File: src/rtl/stream_to_hs_adapter_pkg.sv
// Shared constants and the ap_hs word packing used by the stream/ap_hs adapters.
package stream_to_hs_adapter_pkg;

   localparam int unsigned HS_WIDTH   = 72;
   localparam int unsigned DATA_WIDTH = 64;
   localparam int unsigned ID_WIDTH   = 5;
   localparam int unsigned DATA_LSB   = 8;
   localparam int unsigned TID_LSB    = 2;
   localparam int unsigned TID_WIDTH  = 5;
   localparam int unsigned LAST_BIT   = 0;

   typedef logic [HS_WIDTH-1:0] hs_word_t;

   // Bits 7 and 1 are reserved and always zero.
   function automatic hs_word_t pack_beat(input logic [DATA_WIDTH-1:0] tdata,
                                          input logic [TID_WIDTH-1:0]  tid,
                                          input logic                  tlast);
      hs_word_t word;
      word                          = '0;
      word[DATA_LSB +: DATA_WIDTH]  = tdata;
      word[TID_LSB +: TID_WIDTH]    = tid;
      word[LAST_BIT]                = tlast;
      return word;
   endfunction

endpackage

File: src/rtl/stream_to_hs_fifo.sv
// Synchronous FIFO holding packed ap_hs words; read data is zero while empty.
module stream_to_hs_fifo #(
   parameter int unsigned DEPTH = 2,
   parameter int unsigned WIDTH = 72
) (
   input  logic                     clk,
   input  logic                     rst_n,
   input  logic                     push,
   input  logic [WIDTH-1:0]         push_data,
   input  logic                     pop,
   output logic [WIDTH-1:0]         pop_data,
   output logic                     full,
   output logic                     empty,
   output logic [$clog2(DEPTH):0]   count
);

   localparam int unsigned PTR_W = $clog2(DEPTH);
   localparam logic [PTR_W:0] DEPTH_CNT = DEPTH[PTR_W:0];

   logic [WIDTH-1:0] mem [DEPTH];
   logic [PTR_W-1:0] wr_ptr;
   logic [PTR_W-1:0] rd_ptr;
   logic [PTR_W:0]   cnt;
   logic             do_push;
   logic             do_pop;

   assign full    = (cnt == DEPTH_CNT);
   assign empty   = (cnt == '0);
   assign do_push = push && !full;
   assign do_pop  = pop && !empty;
   assign count   = cnt;

   always_ff @(posedge clk or negedge rst_n) begin
      if (!rst_n) begin
         wr_ptr <= '0;
         rd_ptr <= '0;
         cnt    <= '0;
      end else begin
         if (do_push) wr_ptr <= wr_ptr + PTR_W'(1);
         if (do_pop)  rd_ptr <= rd_ptr + PTR_W'(1);
         unique case ({do_push, do_pop})
            2'b10:   cnt <= cnt + (PTR_W+1)'(1);
            2'b01:   cnt <= cnt - (PTR_W+1)'(1);
            default: cnt <= cnt;
         endcase
      end
   end

   // Storage needs no reset: it is only visible through pop_data when count != 0.
   always_ff @(posedge clk) begin
      if (do_push) mem[wr_ptr] <= push_data;
   end

   assign pop_data = empty ? '0 : mem[rd_ptr];

endmodule

File: src/rtl/stream_to_hs_adapter.sv
// AXI-Stream to ap_hs input adapter: buffers beats, filters on tdest, packs tid/tlast.
module stream_to_hs_adapter #(
   parameter int unsigned DEPTH      = 2,
   parameter bit          CHECK_DEST = 1'b1
) (
   input  logic                   clk,
   input  logic                   aresetn,
   input  logic [4:0]             accID,
   input  logic [63:0]            inStream_tdata,
   input  logic [4:0]             inStream_tdest,
   input  logic [4:0]             inStream_tid,
   input  logic                   inStream_tlast,
   input  logic                   inStream_tvalid,
   output logic                   inStream_tready,
   output logic [71:0]            out_hs,
   output logic                   out_hs_ap_vld,
   input  logic                   out_hs_ap_ack,
   output logic                   dest_err,
   output logic [$clog2(DEPTH):0] occupancy
);

   import stream_to_hs_adapter_pkg::*;

   logic     full;
   logic     empty;
   logic     accept;
   logic     dest_ok;
   logic     push;
   logic     drop;
   logic     pop;
   hs_word_t packed_word;

   assign inStream_tready = !full;
   assign out_hs_ap_vld   = !empty;

   assign accept  = inStream_tvalid && inStream_tready;
   assign dest_ok = !CHECK_DEST || (inStream_tdest == accID);
   assign push    = accept && dest_ok;
   assign drop    = accept && !dest_ok;
   assign pop     = out_hs_ap_vld && out_hs_ap_ack;

   assign packed_word = pack_beat(inStream_tdata, inStream_tid, inStream_tlast);

   stream_to_hs_fifo #(
      .DEPTH (DEPTH),
      .WIDTH (HS_WIDTH)
   ) u_fifo (
      .clk       (clk),
      .rst_n     (aresetn),
      .push      (push),
      .push_data (packed_word),
      .pop       (pop),
      .pop_data  (out_hs),
      .full      (full),
      .empty     (empty),
      .count     (occupancy)
   );

   // Misdirected beats still complete the handshake so the interconnect never stalls.
   always_ff @(posedge clk or negedge aresetn) begin
      if (!aresetn) begin
         dest_err <= 1'b0;
      end else if (drop) begin
         dest_err <= 1'b1;
      end
   end

endmodule

File: config.mk
export PLATFORM = sky130hd
export DESIGN_NAME = stream_to_hs_adapter
export DESIGN_NICKNAME = d
export VERILOG_FILES = /design/src/rtl/stream_to_hs_adapter_pkg.sv /design/src/rtl/stream_to_hs_fifo.sv /design/src/rtl/stream_to_hs_adapter.sv
export SDC_FILE = /design/constraint.sdc
export NUM_CORES = 1
export LEC_CHECK = 0
export BUFFER_PORTS_ARGS = -buffer_cell sky130_fd_sc_hd__buf_2
export CAP_MARGIN = 10
export CORE_MARGIN = 2
export CORE_UTILIZATION = 45
export DETAILED_ROUTE_END_ITERATION = 16
export PLACE_DENSITY = 0.73
export SLEW_MARGIN = 20
export SYNTH_ARGS = -nofsm -noshare
export SYNTH_HDL_FRONTEND = slang
export SYNTH_HIERARCHICAL = 1
export SYNTH_SLANG_ARGS = --single-unit
File: constraint.sdc
create_clock -name clk -period 4.4 [get_ports clk]
set_input_delay 0.22 -clock clk [delete_from_list [all_inputs] [get_ports clk]]
set_output_delay 0.22 -clock clk [all_outputs]
set_load 0.05 [all_outputs]
# Word level (Yosys, flattened, before mapping)
# Memories as Yosys holds them, arrays and structs flattened.
# Index checks and enable logic that the tools add are counted.
[totals] out_inout_bits=77 n_memories=1 ram_bits=140 regBits=5 inputBits=84 wordCells=28
[memory_table] memory="u_fifo.mem" depth=2 width=70 read_ports=1 rd_ports_with_merged_regs=0 wr=1 line_no="stream_to_hs_fifo.sv:20" text="logic [WIDTH-1:0] mem [DEPTH];"
[op_classes] n_eq_ne=4 add_sub_neg=4 n_reduce_logical=11 mux=4
[op_table] operator="$mux W72" n=1
[op_table] operator="$logic_and A1 B1 Y1" n=6
[op_table] operator="$eq A5 B5 Y1" n=1
[op_table] operator="$eq A2 B2 Y1 const B" n=2
[op_table] operator="$pmux W2 S2" n=1
[op_table] operator="$logic_not A1 Y1" n=3
[op_table] operator="$add A1 B1 Y1 const B" n=2
[op_table] operator="$add A2 B1 Y2 const B" n=1
[op_table] operator="$eq A2 B1 Y1 const B" n=1
[op_table] operator="$logic_not A2 Y1" n=1
[op_table] operator="$mux W1" n=2
[op_table] operator="$reduce_bool A2 Y1" n=1
[op_table] operator="$sub A2 B1 Y2 const B" n=1

# Longest topological paths before layout
[depth] depth_word=7 depth_mapped=9 ltp_nobuf=9

# Hierarchy
# The synthesis kept the hierarchy.
[modules_own_cells] module="stream_to_hs_fifo" instances=1 seq_area_each_um2=4424.2 cells_per_inst=322 area_each_um2=5693.0
[modules_own_cells] module="stream_to_hs_adapter" instances=1 seq_area_each_um2=25.0 cells_per_inst=16 area_each_um2=127.6

# Least setup slack after synthesis
# OpenSTA, ideal clock, no wires.
[synth_timing] path_kind="flip-flop to flip-flop" from="register u_fifo.cnt[0], in the netlist u_fifo/count[0]" to="memory u_fifo/mem[0][0] in the netlist's numbering (enable)" required_ns=3.897 setup_ns=0.503 arrival_ns=4.356 path_buffers=0 slack_ns=-0.459 period_less_slack_ns=4.859 path_stages_with_launch=7 path_cell_list="dfrtp_1 > nand2b_1 > inv_1 > nor2b_1 > and4_1 > nand2_1 > nor2_1"
[synth_between] elab_chain_len=7
[synth_lines] element="from (decl)" line_no="stream_to_hs_fifo.sv:23" text="logic [PTR_W:0] cnt;"
[synth_lines] element="from (signal assigned)" line_no="stream_to_hs_fifo.sv:42" text="2'b10: cnt <= cnt + (PTR_W+1)'(1);"
[synth_lines] element="from (signal assigned)" line_no="stream_to_hs_fifo.sv:43" text="2'b01: cnt <= cnt - (PTR_W+1)'(1);"
[synth_lines] element="from (signal assigned)" line_no="stream_to_hs_fifo.sv:44" text="default: cnt <= cnt;"
[synth_lines] element="$eq A2 B2 Y1" line_no="stream_to_hs_fifo.sv:27" text="assign full = (cnt == DEPTH_CNT);"
[synth_lines] element="net full" line_no="stream_to_hs_adapter.sv:24" text="logic full;"
[synth_lines] element="$logic_not A1 Y1" line_no="stream_to_hs_adapter.sv:33" text="assign inStream_tready = !full;"
[synth_lines] element="$logic_and A1 B1 Y1" line_no="stream_to_hs_adapter.sv:36" text="assign accept = inStream_tvalid && inStream_tready;"
[synth_lines] element="$logic_and A1 B1 Y1" line_no="stream_to_hs_adapter.sv:38" text="assign push = accept && dest_ok;"
[synth_lines] element="net push" line_no="stream_to_hs_adapter.sv:28" text="logic push;"
[synth_lines] element="$logic_and A1 B1 Y1" line_no="stream_to_hs_fifo.sv:29" text="assign do_push = push && !full;"
[synth_lines] element="$mux W1" line_no="stream_to_hs_fifo.sv:51" text="if (do_push) mem[wr_ptr] <= push_data;"
[synth_lines] element="$mux W1 (implied by the code)" line_no="stream_to_hs_fifo.sv:51"
[synth_lines] element="to (decl)" line_no="stream_to_hs_fifo.sv:20"
# The timed path passes the listed nets, and every way through them passes these cells.

# Final worst setup path
[layout_timing] from="register u_fifo.cnt[0], in the netlist u_fifo/count[0]" to="output port out_hs[3]"
[layout_between] elab_chain_len=2
[layout_lines] element="$logic_not A2 Y1" line_no="stream_to_hs_fifo.sv:28" text="assign empty = (cnt == '0);"
[layout_lines] element="net empty" line_no="stream_to_hs_adapter.sv:25" text="logic empty;"
[layout_lines] element="$mux W72" line_no="stream_to_hs_fifo.sv:54" text="assign pop_data = empty ? '0 : mem[rd_ptr];"
[layout_lines] element="to (decl)" line_no="stream_to_hs_adapter.sv:15" text="output logic [71:0] out_hs,"
# The timed path passes the listed nets, and every way through them passes these cells.

==> flow_summary.rst <==
.. list-table::
   :header-rows: 1

   * - Metric
     - Value
   * - Total met3 wirelength after detailed routing
     - 511 um
   * - Largest buffer count on any clock path
     - 2
   * - Register-to-Register Path Depth
     - 7
   * - Fin nets
     - 656
   * - TritonCTS clock tree
     - yes
   * - Highest Clock Rate
     - 370 MHz
   * - Warnings, synthesis
     - 6
   * - Internal power
     - 3.05 mW
   * - Remaining global-route overflow
     - 0
   * - Placed Area
     - 0.00672 mm2
   * - Post-detailed-routing wire length
     - 11,200 um
   * - Filler Cell Count
     - 968
   * - GPL Wtd Cong
     - 0.738
   * - PostCTS Resize Cnt
     - 0
   * - Final Critical Period
     - 2700 ps
   * - Number of buffers inserted during clock tree synthesis
     - 17
   * - Layout Area Growth over Synthesis
     - 36.3%
   * - Half-perimeter wire length of the detailed placement result
     - 6470 um
   * - Crit path launch
     - u_fifo/count[0]$_DFFE_PN0P_
   * - Highest signal layer in the routed design
     - met4
   * - Diode count
     - 0
   * - Area of the mapped netlist
     - 0.00582 mm2
   * - Switching power
     - 2.31 mW
   * - GRT Overall Usage
     - 0.164
   * - Post-CTS clock slew at the launch and capture registers of the worst setup and hold paths
     - 60 ps
   * - Iteration count of the initial detailed-routing pass
     - 4
   * - Startpoint types
     - flop
   * - Final-report hold violation count
     - 0
   * - Via count of the first global-routing pass
     - 3,646
   * - Static Leakage
     - 3.26 nW
   * - Share of the cycle needed by the critical path after routing
     - 0.614
   * - H-tree lvl count
     - 4
   * - Number of vias after detailed routing
     - 3,568
   * - Setup violators final
     - 0
   * - Worst endpoint data arrival time
     - 2480 ps
   * - Seq pwr share
     - 0.324
   * - Standard-cell rows
     - 41
   * - Worst rel slew slack
     - 0.321
   * - Core ar.
     - 0.0126 mm2
   * - Commonest non-fill, non-tap cell in the layout
     - buf_2
   * - Port Buffers
     - 160
   * - Slew at the pin with the worst max-slew slack
     - 1020 ps
   * - Worst setup path endpoint
     - out_hs[3]
   * - Sink count of the clock tree
     - 149
   * - Via density
     - 4.73
   * - Sw frac
     - 0.431
   * - Type of the worst setup path
     - flop to primary output
   * - Worst reg-to-reg setup slack
     - 1720 ps
   * - Antenna violations before repair
     - 0
   * - Number of flip-flops and latches in the synthesized netlist
     - 149
   * - Maximum vdd drop
     - 0.000496 V
   * - Number of max-capacitance violations reported
     - 0
   * - Met2 wire len
     - 5930 um
   * - Average instance area after synthesis
     - 17.2 um2
   * - Top library cells by usage in the layout, fill and taps aside
     - buf_2 (160), edfxtp_1 (144), nor2_1 (74)
   * - Insertion delay of the later-clocked pin in the worst-skew pair
     - 410 ps
   * - Proportion of power drawn by the clock network
     - 0.258
   * - Total negative slack for setup checks
     - 0 ps
   * - Number of pins with negative max-slew slack in the final report
     - 0
   * - Netlist cell types
     - 19
   * - Effective utilization at floorplan
     - 0.461
   * - Post-route antenna net violation count
     - 0
   * - CTS root buffer
     - clkbuf_16
   * - Number of post-CTS setup repair buffers
     - 0
   * - Met1 WL
     - 4520 um
   * - Worst Clk Skew
     - 6.95 ps
   * - Violation count after the first detailed-routing iteration
     - 164
   * - Hold bufs inserted after CTS
     - 62
   * - Share of final-layout standard cells stronger than drive strength 1
     - 0.334
   * - Launching point of the worst reg2reg path
     - u_fifo/count[0]$_DFFE_PN0P_
   * - Post-route DRC violation count
     - 0
   * - Total die area
     - 0.0139 mm2
   * - Largest stage delay, worst path
     - 760 ps
   * - Kind of capture point of the worst setup path
     - primary output
   * - Ports
     - 161
   * - Data required time of the worst path
     - 4180 ps
   * - Status
     - completed
   * - Largest net degree at the start of global routing
     - 73
   * - Die outline height
     - 118 um
   * - RSZ-0062 raised after global routing
     - false
   * - Gate Count Post-Synth
     - 338
   * - First-pass GRT wire length
     - 17,600 um
   * - Wire per inst
     - 14.8 um
   * - Die width
     - 118 um
   * - Reg-to-reg endpoint
     - u_fifo/mem[0][53]$_DFFE_PP_
   * - Power density of the placed cells
     - 677 mW/mm2
   * - Part of the power in combinational logic
     - 0.418
   * - Cell with the biggest individual delay on the critical path
     - nor2_4
   * - Fraction of the yosys area taken by sequential cells
     - 0.764
   * - Final Cell Area
     - 0.00793 mm2
   * - Share of the core filled with cells in the final layout
     - 0.629
   * - Maximum fanout encountered on the critical timing path
     - 42
   * - List of cells traversed by the critical path
     - nor2_4 > buf_4 > nor2_1 > buf_2
   * - Hold crit path type
     - input pin to flop
## area by class of cell
class / instances / area (um2) / share of cell area
clock buffers: 19 / 433 / 0.0546
clock inverters: 12 / 138 / 0.0173
inverters: 4 / 15.0 / 0.00189
multi-input cells: 172 / 1200 / 0.152
flip-flops and latches: 149 / 4450 / 0.561
well taps: 172 / 215 / 0.0271
repair buffers: 227 / 1480 / 0.186
## synthesized netlist by cell type, drive strengths merged
cell / count / area share
buf: 16 / 0.032
nor2: 76 / 0.049
inv: 4 / 0.0026
conb: 1 / 0.00064
xnor2: 5 / 0.0075
and4: 1 / 0.0015
dfrtp: 5 / 0.021
a41oi: 1 / 0.0015
nand2b: 1 / 0.0011
ha: 1 / 0.0021
xor2: 5 / 0.0075
mux2i: 72 / 0.12
nor2b: 3 / 0.0032
edfxtp: 144 / 0.74
and3: 1 / 0.0011
nand2: 1 / 0.00064
nor3: 1 / 0.0017
## power groups by stage
stage	sequential [mW]	clock [mW]	combinational (mW)
after detailed placement	1.77	0	2.21
after floorplan	1.67	0	1.93
after global placement	1.77	0	2.20
after global routing	1.75	1.48	2.36
final	1.74	1.39	2.25
after CTS	1.74	1.42	2.25
## metrics by stage
step,power [mW],std cells,setup WS [ps],hold slack (ps)
floorplan,3.60,341,747,-75.6
detailed placement,3.98,660,1740,43.9
global placement,3.97,660,1820,39.7
CTS,5.41,753,1630,0.297
finish,5.37,755,1700,19.4
global route,5.59,755,1490,0.451
## worst max-delay path: cells and delay by family (launching register included)
family | cells | cell delay (ps)
buf+inv | 2 | 730
flops | 1 | 450
simple gates | 2 | 890
## state kept, by name (all words and copies together), names as in the netlist
register / cells
u_fifo/rd_ptr: 1
u_fifo/mem: 144
u_fifo/count: 2
dest_err: 1
u_fifo/wr_ptr: 1
## cell families (layout without fill, tap and decap cells)
family	Yosys count	after routing	share of synthesized area
flip-flops	149	149	0.764
AND/OR/NAND/NOR	84	84	0.0583
multiplexers	72	72	0.124
buffers and inverters	20	262	0.0342
XOR/XNOR	10	10	0.0150
adder cells (fa/ha/maj)	1	1	0.00215
other	1	4	0.000644
AO/OA/AOI/OAI	1	1	0.00151
## routing by layer
metal	GRT usage	vias up
met5	0	-
met4	0.0738	0
met3	0.0475	20
met2	0.288	113
met1	0.185	1732
li1	-	1703
## worst min path at each step
stage                        from                          end  slack [ps]  cells after the start
6_report       inStream_tdata[59]  u_fifo/mem[1][67]$_DFFE_PP_          20                      1
5_1_grt        inStream_tdata[47]  u_fifo/mem[0][55]$_DFFE_PP_         0.5                      1
4_1_cts        inStream_tdata[47]  u_fifo/mem[1][55]$_DFFE_PP_         0.3                      1
2_1_floorplan             aresetn         dest_err$_DFFE_PN0P_         -80                      0
3_5_place_dp              aresetn         dest_err$_DFFE_PN0P_          40                      1
3_3_place_gp              aresetn         dest_err$_DFFE_PN0P_          40                      1
Power figures use the tool's default switching activity.
